--- src/rtl/uart_rx_deframer_pkg.sv ---
// uart_rx_deframer_pkg: receiver FSM state encodings and error-bit positions
// shared with the future transmitter.
package uart_rx_deframer_pkg;

    typedef enum logic [2:0] {
        IDLE,
        START,
        DATA,
        PARITY,
        STOP,
        BREAK_WAIT
    } state_t;

    localparam int ERR_PARITY = 0;
    localparam int ERR_FRAME  = 1;

endpackage

--- src/rtl/uart_rx_sync.sv ---
// uart_rx_sync: 2-flop synchronizer for the raw rx pin plus falling-edge detect.
// All flops reset to 1 so a released reset never looks like a start edge.
module uart_rx_sync (
    input  logic clk,
    input  logic rst_n,
    input  logic rx,
    output logic rx_s,
    output logic fall
);

    logic r_meta;
    logic r_sync;
    logic r_prev;

    always_ff @(posedge clk or negedge rst_n) begin
        if (!rst_n) begin
            r_meta <= 1'b1;
            r_sync <= 1'b1;
            r_prev <= 1'b1;
        end else begin
            r_meta <= rx;
            r_sync <= r_meta;
            r_prev <= r_sync;
        end
    end

    assign rx_s = r_sync;
    assign fall = r_prev & ~r_sync;

endmodule

--- src/rtl/uart_rx_deframer.sv ---
// uart_rx_deframer: oversampling UART receiver; deframes start/data/parity/stop
// and emits either a clean byte pulse or a line-error report per frame.
module uart_rx_deframer
    import uart_rx_deframer_pkg::*;
#(
    parameter int OVERSAMPLE = 16,
    parameter int DATA_BITS  = 8,
    parameter bit PARITY_EN  = 1'b1,
    parameter bit PARITY_ODD = 1'b0
) (
    input  logic                 clk,
    input  logic                 rst_n,
    input  logic                 rx,
    output logic [DATA_BITS-1:0] data,
    output logic                 data_valid,
    output logic [1:0]           errors,
    output logic                 errors_valid,
    output logic                 busy
);

    localparam int TW = $clog2(OVERSAMPLE);
    localparam int BW = $clog2(DATA_BITS + 1);

    state_t               r_state;
    state_t               w_state_n;
    logic [TW-1:0]        r_tick;
    logic [BW-1:0]        r_bit;
    logic [DATA_BITS-1:0] r_shift;
    logic                 r_par_bit;
    logic                 w_rx_s;
    logic                 w_fall;
    logic                 w_sample;
    logic                 w_frame_err;
    logic                 w_par_err;
    logic                 w_break;
    logic [1:0]           w_err;

    uart_rx_sync u_sync (
        .clk  (clk),
        .rst_n(rst_n),
        .rx   (rx),
        .rx_s (w_rx_s),
        .fall (w_fall)
    );

    // START samples half a bit in; every later state samples one full bit later.
    assign w_sample    = r_tick == TW'(r_state == START ? OVERSAMPLE / 2 - 1 : OVERSAMPLE - 1);
    assign w_frame_err = ~w_rx_s;
    assign w_par_err   = PARITY_EN & ((^r_shift ^ r_par_bit) != PARITY_ODD);
    assign w_break     = w_frame_err & (r_shift == '0) & ~r_par_bit;
    assign busy        = r_state != IDLE;

    always_comb begin
        w_err             = '0;
        w_err[ERR_FRAME]  = w_frame_err;
        w_err[ERR_PARITY] = w_par_err & ~w_break;
    end

    always_ff @(posedge clk or negedge rst_n) begin
        if (!rst_n)
            r_state <= IDLE;
        else
            r_state <= w_state_n;
    end

    always_comb begin
        w_state_n = r_state;
        case (r_state)
            IDLE:       if (w_fall) w_state_n = START;
            START:      if (w_sample) w_state_n = w_rx_s ? IDLE : DATA;
            DATA:       if (w_sample && r_bit == BW'(DATA_BITS - 1)) w_state_n = PARITY_EN ? PARITY : STOP;
            PARITY:     if (w_sample) w_state_n = STOP;
            STOP:       if (w_sample) w_state_n = w_break ? BREAK_WAIT : IDLE;
            BREAK_WAIT: if (w_rx_s) w_state_n = IDLE;
            default:    w_state_n = IDLE;
        endcase
    end

    always_ff @(posedge clk or negedge rst_n) begin
        if (!rst_n) begin
            r_tick       <= '0;
            r_bit        <= '0;
            r_shift      <= '0;
            r_par_bit    <= 1'b0;
            data         <= '0;
            data_valid   <= 1'b0;
            errors       <= '0;
            errors_valid <= 1'b0;
        end else begin
            data_valid   <= 1'b0;
            errors_valid <= 1'b0;
            r_tick       <= (r_state == IDLE || w_sample) ? '0 : r_tick + TW'(1);
            if (r_state == START) begin
                r_bit     <= '0;
                r_par_bit <= 1'b0;
            end
            if (r_state == DATA && w_sample) begin
                r_shift <= {w_rx_s, r_shift[DATA_BITS-1:1]};
                r_bit   <= r_bit + BW'(1);
            end
            if (r_state == PARITY && w_sample)
                r_par_bit <= w_rx_s;
            if (r_state == STOP && w_sample) begin
                data         <= r_shift;
                data_valid   <= ~(w_frame_err | w_par_err);
                errors_valid <= w_frame_err | w_par_err;
                if (w_frame_err | w_par_err)
                    errors <= w_err;
            end
        end
    end

endmodule

--- config.mk ---
export PLATFORM = sky130hd
export DESIGN_NAME = uart_rx_deframer
export DESIGN_NICKNAME = d
export VERILOG_FILES = /design/src/rtl/uart_rx_deframer_pkg.sv /design/src/rtl/uart_rx_sync.sv /design/src/rtl/uart_rx_deframer.sv
export SDC_FILE = /design/constraint.sdc
export NUM_CORES = 1
export LEC_CHECK = 0
export CORE_MARGIN = 3
export CORE_UTILIZATION = 60
export DETAILED_ROUTE_END_ITERATION = 7
export HOLD_SLACK_MARGIN = 0.03
export PLACE_DENSITY = 0.83
export SETUP_SLACK_MARGIN = 0.15
export SYNTH_ARGS = -nofsm -noshare
export SYNTH_HDL_FRONTEND = slang
export SYNTH_SLANG_ARGS = --single-unit
--- constraint.sdc ---
create_clock -name clk -period 2.5 [get_ports clk]
set_input_delay 0.75 -clock clk [delete_from_list [all_inputs] [get_ports clk]]
set_output_delay 0.75 -clock clk [all_outputs]
set_load 0.03 [all_outputs]
==> summary.md, run 1 <==
| Metric | Value |
|---|---|
| Htree depth | 2 |
| Hold WS | 0.365 ns |
| IO Port Bufs | 15 |
| WP data required | 1.75 ns |
| Syn_nets | 162 |
| Reg clk slew, reported paths | 0.09 ns |
| Startpoint Class | flip-flop |
| Root Buffer | clkbuf_4 |
| Least-Margin Pin Slew | 0.425 ns |
| Worst-case reg-to-reg path depth | 6 |
| Setup TNS | 0 ns |
| Crit-path max cell delay | 0.38 ns |
| First-pass GRT wire length | 5.37 mm |
| Synth area leader | dfrtp_1 |
| Slew headroom | 71.7% |
| RSZ-0062 raised after global routing | no |
| Starting DRC count in detailed routing | 33 |
| Share of post-route cells with drive strength above 1 | 16.6% |
| Max-slew violations | 0 |
| Residual DRC count | 0 |
| Post-Synth Adder-Cell Area | 4.46% |
| Multi-input logic area | 716 um2 |
| Mapped Area | 1680 um2 |
| Post-synth top area share | 47.5% |
| CTS Buf Count | 5 |
| Synthesis warning total | 0 |
| Mean area per synthesized cell | 11.0 um2 |
| CP Class | reg -> out |
| Largest net degree at the start of global routing | 36 |
| Max VDD drop | 0.000625 V |
| Hold Path Depth | 0 |
| R2r setup slk | 0.66 ns |
| Antenna cells | 0 |
| Via count | 1142 |
| R2R Path Start | r_tick[0]$_DFF_PN0_ |
| Placement row count | 18 |
| CTS tree | built |
| Nets | 183 |
| Slowest CP cell | dfrtp_1 |
| Final Hold Viols | 0 |
| Final setup viols | 0 |
| CP bufs+invs | 1 |
| Tmin final | 2.21 ns |
| Post-synthesis mux area share | 10.8% |
| IO Count | 16 |
| Leak | 0.852 nW |
| Reg-to-reg endpoint | r_shift[3]$_DFFE_PN0P_ |
| Max-cap viol count | 0 |
| Chip Width | 59.0 um |
| XOR/XNOR Fraction of Synth Area | 3.12% |
| Synth area leaders | dfrtp_1, mux2_2, mux2i_1 |
| Fin Clk Skew | 0.0110 ns |
| Clock sink total | 35 |
| Max Clk Rate | 452 MHz |
| Status | finished clean |
| Seq/Total Area, Yosys | 52.2% |
| Full die area | 3480 um2 |
| End of the worst hold path | u_sync.rx_s$_DFF_PN1_ |
| HPWL after detailed placement | 2.17 mm |
| Critical Path Fanout Max | 2 |
| Synthesis-to-finish area growth | 15.7% |
| Initial Util | 65.6% |
| Syn Inst Count | 153 |
| Vias per Instance | 5.57 |
| Post-synthesis compound-gate area fraction | 10.8% |
| Antenna violations before repair | 0 |
| Fillcell total | 178 |
| Routed WL | 3.10 mm |
| Commonest non-fill, non-tap cells in the layout | dfrtp_1, inv_1, clkdlybuf4s50_1 |
| Clk_lat worst skew | 0.34 ns |
| Synthesized flop and latch total | 35 |
| Routed wire per std cell | 15.1 um |
| DR pass1 iterations | 4 |
| Hold Startpoint | u_sync.r_meta$_DFF_PN1_ |
| CP arrival | 1.46 ns |
| CP endpoint kind | primary output |
| Critical-path cell list | or3_1, dlygate4sd2_1 |
| Crit-path leading delay family | flip-flops |
| Core area | 2570 um2 |
| Synth Area in Simple Gates | 13.4% |
| Vias in the first global route | 1131 |
| Bufs on Longest Clock Path | 2 |
| RePlAce Congestion | 0.821 |
| Commonest non-fill, non-tap cell in the layout | dfrtp_1 |
| Gr usage total | 21.5% |
| Register Area | 880 um2 |
| P per Cell Area | 670 nW/um2 |
| Total congestion overflow | 0 |
| Post-cts hold buffer count | 0 |
| Post-route ant nets | 0 |
| HP Class | reg -> reg |
| Distinct cell type count of the synthesized netlist | 39 |
| WP depth | 2 |
| Largest family of logic cells by synthesized area | simple AND/OR/NAND/NOR gates |
| Fin crit share | 88.5% |
| Die height | 59.0 um |
[registers in the layout, summed over array words and instances, names as in the netlist, 2 cells and up]
| register | count |
|---|---|
| data | 8 |
| r_state | 3 |
| r_bit | 4 |
| r_shift | 8 |
| r_tick | 4 |
| errors | 2 |
[final cells by class]
class	instances	area share [%]
Tap cell	30	1.93
Timing Repair Buffer	20	9.57
Multi-Input combinational cell	96	36.7
Sequential cell	35	45.2
Clock buffer	8	3.53
Inverter	16	3.08
[power breakdown]
part           leakage [nW]  switching (mW)  internal [mW]  total, mW
sequential            0.472          0.0302          0.607      0.637
clock                0.0386           0.178          0.165      0.343
combinational         0.341           0.213          0.112      0.325
[per-layer routing]
layer  track usage [%]  up-vias  share of wire [%]
met5                 0        -                  0
met4              10.4        0                2.2
met3              6.75        8                4.1
met2              31.9       22                 47
li1                  -      572                  -
met1              28.6      540                 46
[synthesized netlist by cell type]
library cell	number
a21boi_1	1
a21oi_1	5
a22o_1	1
a2bb2oi_1	2
a31oi_1	1
a32o_1	1
a32oi_1	1
and2_1	1
and3_1	3
buf_2	2
buf_4	1
clkbuf_1	3
clkinv_1	1
dfrtp_1	32
dfstp_2	3
ha_1	6
inv_1	15
mux2_2	9
mux2i_1	8
nand2_1	8
nand2b_1	3
nand3_1	3
nand3_4	1
nand3b_1	1
nand4_1	1
nor2_1	9
nor2_2	1
nor2_4	1
nor4_1	1
nor4_2	2
nor4bb_1	1
o21a_1	2
o21ai_0	8
o21ai_1	2
o22ai_1	4
o31ai_1	1
or3_1	2
xnor2_1	4
xor2_1	2
[worst max-delay path by stage]
| stage | slack [ns] | start | to |
|---|---|---|---|
| floorplan | 0.66 | r_state[1]$_DFFE_PN0P_ | busy |
| global placement | 0.42 | r_state[1]$_DFFE_PN0P_ | busy |
| CTS | 0.27 | r_state[1]$_DFFE_PN0P_ | busy |
| finish | 0.29 | r_state[1]$_DFFE_PN0P_ | busy |
| global route | 0.23 | r_state[1]$_DFFE_PN0P_ | busy |
| detailed placement | 0.40 | r_state[1]$_DFFE_PN0P_ | busy |
[logic make-up after synthesis]
family	count (synthesis)
buffers and inverters	22
AOI/OAI and AO/OA	29
and+or+nand+nor	38
adders and majority gates	6
xor gates and xnor gates	6
muxes	17
DFF	35
[per-stage QoR]
| step | cell area [um2] | total power, mW | cells | utilization (%) | setup WS, ns |
|---|---|---|---|---|---|
| after detailed placement | 1880 | 0.980 | 197 | 73.2 | 0.400 |
| after CTS | 1950 | 1.32 | 205 | 75.9 | 0.265 |
| after global routing | 1950 | 1.38 | 205 | 75.9 | 0.233 |
| after global placement | 1880 | 0.955 | 197 | 73.2 | 0.424 |
| after floorplan | 1680 | 0.878 | 153 | - | 0.659 |
| final | 1950 | 1.30 | 205 | 75.9 | 0.288 |
[repair_timing]
action                                  CTS  global route
endpoints found under the setup margin    1             0
endpoints found under the hold margin     0             0
gates resized for setup                   1             0
setup buffers                             0             0
No activity file was read; power rests on OpenSTA's default activity.
==> run 2: changes to the inputs <==
--- a/config.mk
+++ b/config.mk
@@ -6,10 +6,10 @@
 export NUM_CORES = 1
 export LEC_CHECK = 0
 export CORE_MARGIN = 3
-export CORE_UTILIZATION = 60
+export CORE_UTILIZATION = 45
 export DETAILED_ROUTE_END_ITERATION = 7
 export HOLD_SLACK_MARGIN = 0.03
-export PLACE_DENSITY = 0.83
+export PLACE_DENSITY = 0.65
 export SETUP_SLACK_MARGIN = 0.15
 export SYNTH_ARGS = -nofsm -noshare
 export SYNTH_HDL_FRONTEND = slang
==> constraint.sdc (replaced) <==
create_clock -name clk -period 2.3 [get_ports clk]
set_input_delay 0.69 -clock clk [delete_from_list [all_inputs] [get_ports clk]]
set_output_delay 0.69 -clock clk [all_outputs]
set_load 0.03 [all_outputs]
==> run 2 against run 1 <==
Final area increased by 2.4%. Combinational power increased by 6.5%. Final cell count rose by 7.8%. Utilization down 18 points. Die area increased by 30%. Sequential power increased by 8.8%. Total power grew 15%. Global-route usage down 6.1 points. Sequential share of layout area shrank 1.0 points. Worst setup slack worse by 0.069 ns. Clock power is 36% higher. Critical path type unchanged.
==> summary.md, run 2 (synthesis results as in run 1) <==
| Metric | Value |
|---|---|
| Max-slew violations | 0 |
| Regs by FF count | data x8, r_shift x8 |
| RSZ-0062 raised after global routing | no |
| Bufs on Longest Clock Path | 2 |
| Slew headroom | 71.8% |
| Htree depth | 2 |
| HPWL after detailed placement | 2.07 mm |
| Antenna violations before repair | 0 |
| Commonest non-fill, non-tap cells in the layout | dfrtp_1, inv_1, clkdlybuf4s50_1 |
| DR pass1 iterations | 4 |
| Antenna cells | 0 |
| IO Port Bufs | 15 |
| WP data required | 1.61 ns |
| Grt peak-use layer | met1 |
| RePlAce Congestion | 0.804 |
| Starting DRC count in detailed routing | 77 |
| Post-route design area | 1990 um2 |
| Full die area | 4510 um2 |
| Worst-case reg-to-reg path depth | 6 |
| Hold Path Depth | 0 |
| Chip Width | 67.2 um |
| P per Cell Area | 755 nW/um2 |
| Synthesis-to-finish area growth | 18.4% |
| CP Class | reg -> out |
| Grt met3 use | 4.49% |
| Die height | 67.2 um |
| Initial Util | 48.6% |
| Max Clk Rate | 481 MHz |
| CTS Buf Count | 5 |
| Critical Path Fanout Max | 2 |
| Buffers inserted by post-CTS timing repair | 0 |
| Placement row count | 21 |
| CP endpoint kind | primary output |
| Routed WL | 2.94 mm |
| Vias per Instance | 5.17 |
| Max-cap viol count | 0 |
| Clk_lat worst skew | 0.29 ns |
| Fin Clk Skew | 0.00227 ns |
| Startpoint Class | flip-flop |
| Total congestion overflow | 0 |
| Setup TNS | 0 ns |
| Largest net degree at the start of global routing | 36 |
| Residual DRC count | 0 |
| Tmin final | 2.08 ns |
| Reg clk slew, reported paths | 0.07 ns |
| Least-Margin Pin Slew | 0.424 ns |
| HP Class | reg -> reg |
| Routed wire per std cell | 13.3 um |
| Nets | 183 |
| Fin crit share | 90.5% |
| First-pass GRT wire length | 5.05 mm |
| Max VDD drop | 0.000664 V |
| Gr usage total | 15.3% |
| Clock sink total | 35 |
| Dpl cell area | 1900 um2 |
| Vias in the first global route | 1031 |
| CP arrival | 1.39 ns |
| Commonest non-fill, non-tap cell in the layout | dfrtp_1 |
| Root Buffer | clkbuf_8 |
| Final Hold Viols | 0 |
| Core area | 3470 um2 |
| CTS tree | built |
| IO Count | 16 |
| Post-route ant nets | 0 |
| Share of post-route cells with drive strength above 1 | 16.6% |
| Grt met1 use | 21.6% |
| Status | finished clean |
| Grt met2 use | 21.5% |
| Via count | 1143 |
| Leak | 0.862 nW |
| Final setup viols | 0 |
## run 2: cell type report
class / count / area, um2
Inverter: 16 / 60.1
Sequential cell: 35 / 880
Timing Repair Buffer: 20 / 186
Clock inverter: 1 / 8.76
Tap cell: 46 / 57.6
Fill cell: 319 / 1470
Clock buffer: 7 / 86.3
Multi-Input combinational cell: 96 / 716
## run 2: worst paths after layout
path                                          from  slack (ns)                 endpoint
max                         r_state[1]$_DFFE_PN0P_        0.22                     busy
min                        u_sync.r_meta$_DFF_PN1_        0.36    u_sync.rx_s$_DFF_PN1_
max reg2reg                    r_tick[0]$_DFF_PN0_        0.51   r_shift[0]$_DFFE_PN0P_
min reg2reg                u_sync.r_meta$_DFF_PN1_        0.36    u_sync.rx_s$_DFF_PN1_
max in group asynchronous                    rst_n        1.15  u_sync.r_meta$_DFF_PN1_
min in group asynchronous                    rst_n        0.80     r_bit[3]$_DFFE_PN0P_
## run 2: critical path, stage by stage (launching register included)
cell and delay, ns:
dfrtp_1 0.37, or3_1 0.37, dlygate4sd2_1 0.36
## run 2: through the flow
step	util [%]	power, mW	hold slack [ns]	std cells	setup WS [ns]
floorplan	-	0.954	0.345	153	0.519
global placement	54.8	1.04	0.348	213	0.286
detailed placement	54.8	1.06	0.347	213	0.279
CTS	57.5	1.53	0.357	221	0.197
global route	57.5	1.60	0.358	221	0.170
finish	57.5	1.51	0.356	221	0.219
## run 2: report_power, final
group / leakage, nW / switching (mW) / internal [mW] / total, mW
logic: 0.341 / 0.227 / 0.119 / 0.346
registers: 0.472 / 0.0334 / 0.660 / 0.693
clock network: 0.0484 / 0.221 / 0.245 / 0.466
## run 2: timing repair
action                                  in CTS  in global routing
resized for setup                            1                  0
endpoints found under the setup margin       1                  0
hold buffers                                 0                  0
## run 2: routing by layer
metal / up-vias / part of all wire [%]
met5: - / 0
met4: 0 / 1.9
met3: 6 / 3.2
met2: 15 / 44
met1: 549 / 50
li1: 573 / -
==> run 3: changes to the inputs <==
--- a/config.mk
+++ b/config.mk
@@ -10,7 +10,7 @@
 export DETAILED_ROUTE_END_ITERATION = 7
 export HOLD_SLACK_MARGIN = 0.03
 export PLACE_DENSITY = 0.65
-export SETUP_SLACK_MARGIN = 0.15
+export SETUP_SLACK_MARGIN = 0.1
 export SYNTH_ARGS = -nofsm -noshare
 export SYNTH_HDL_FRONTEND = slang
 export SYNTH_SLANG_ARGS = --single-unit
==> results of run 3 <==
The final DEF is identical to that of run 2; final timing and power are the same.
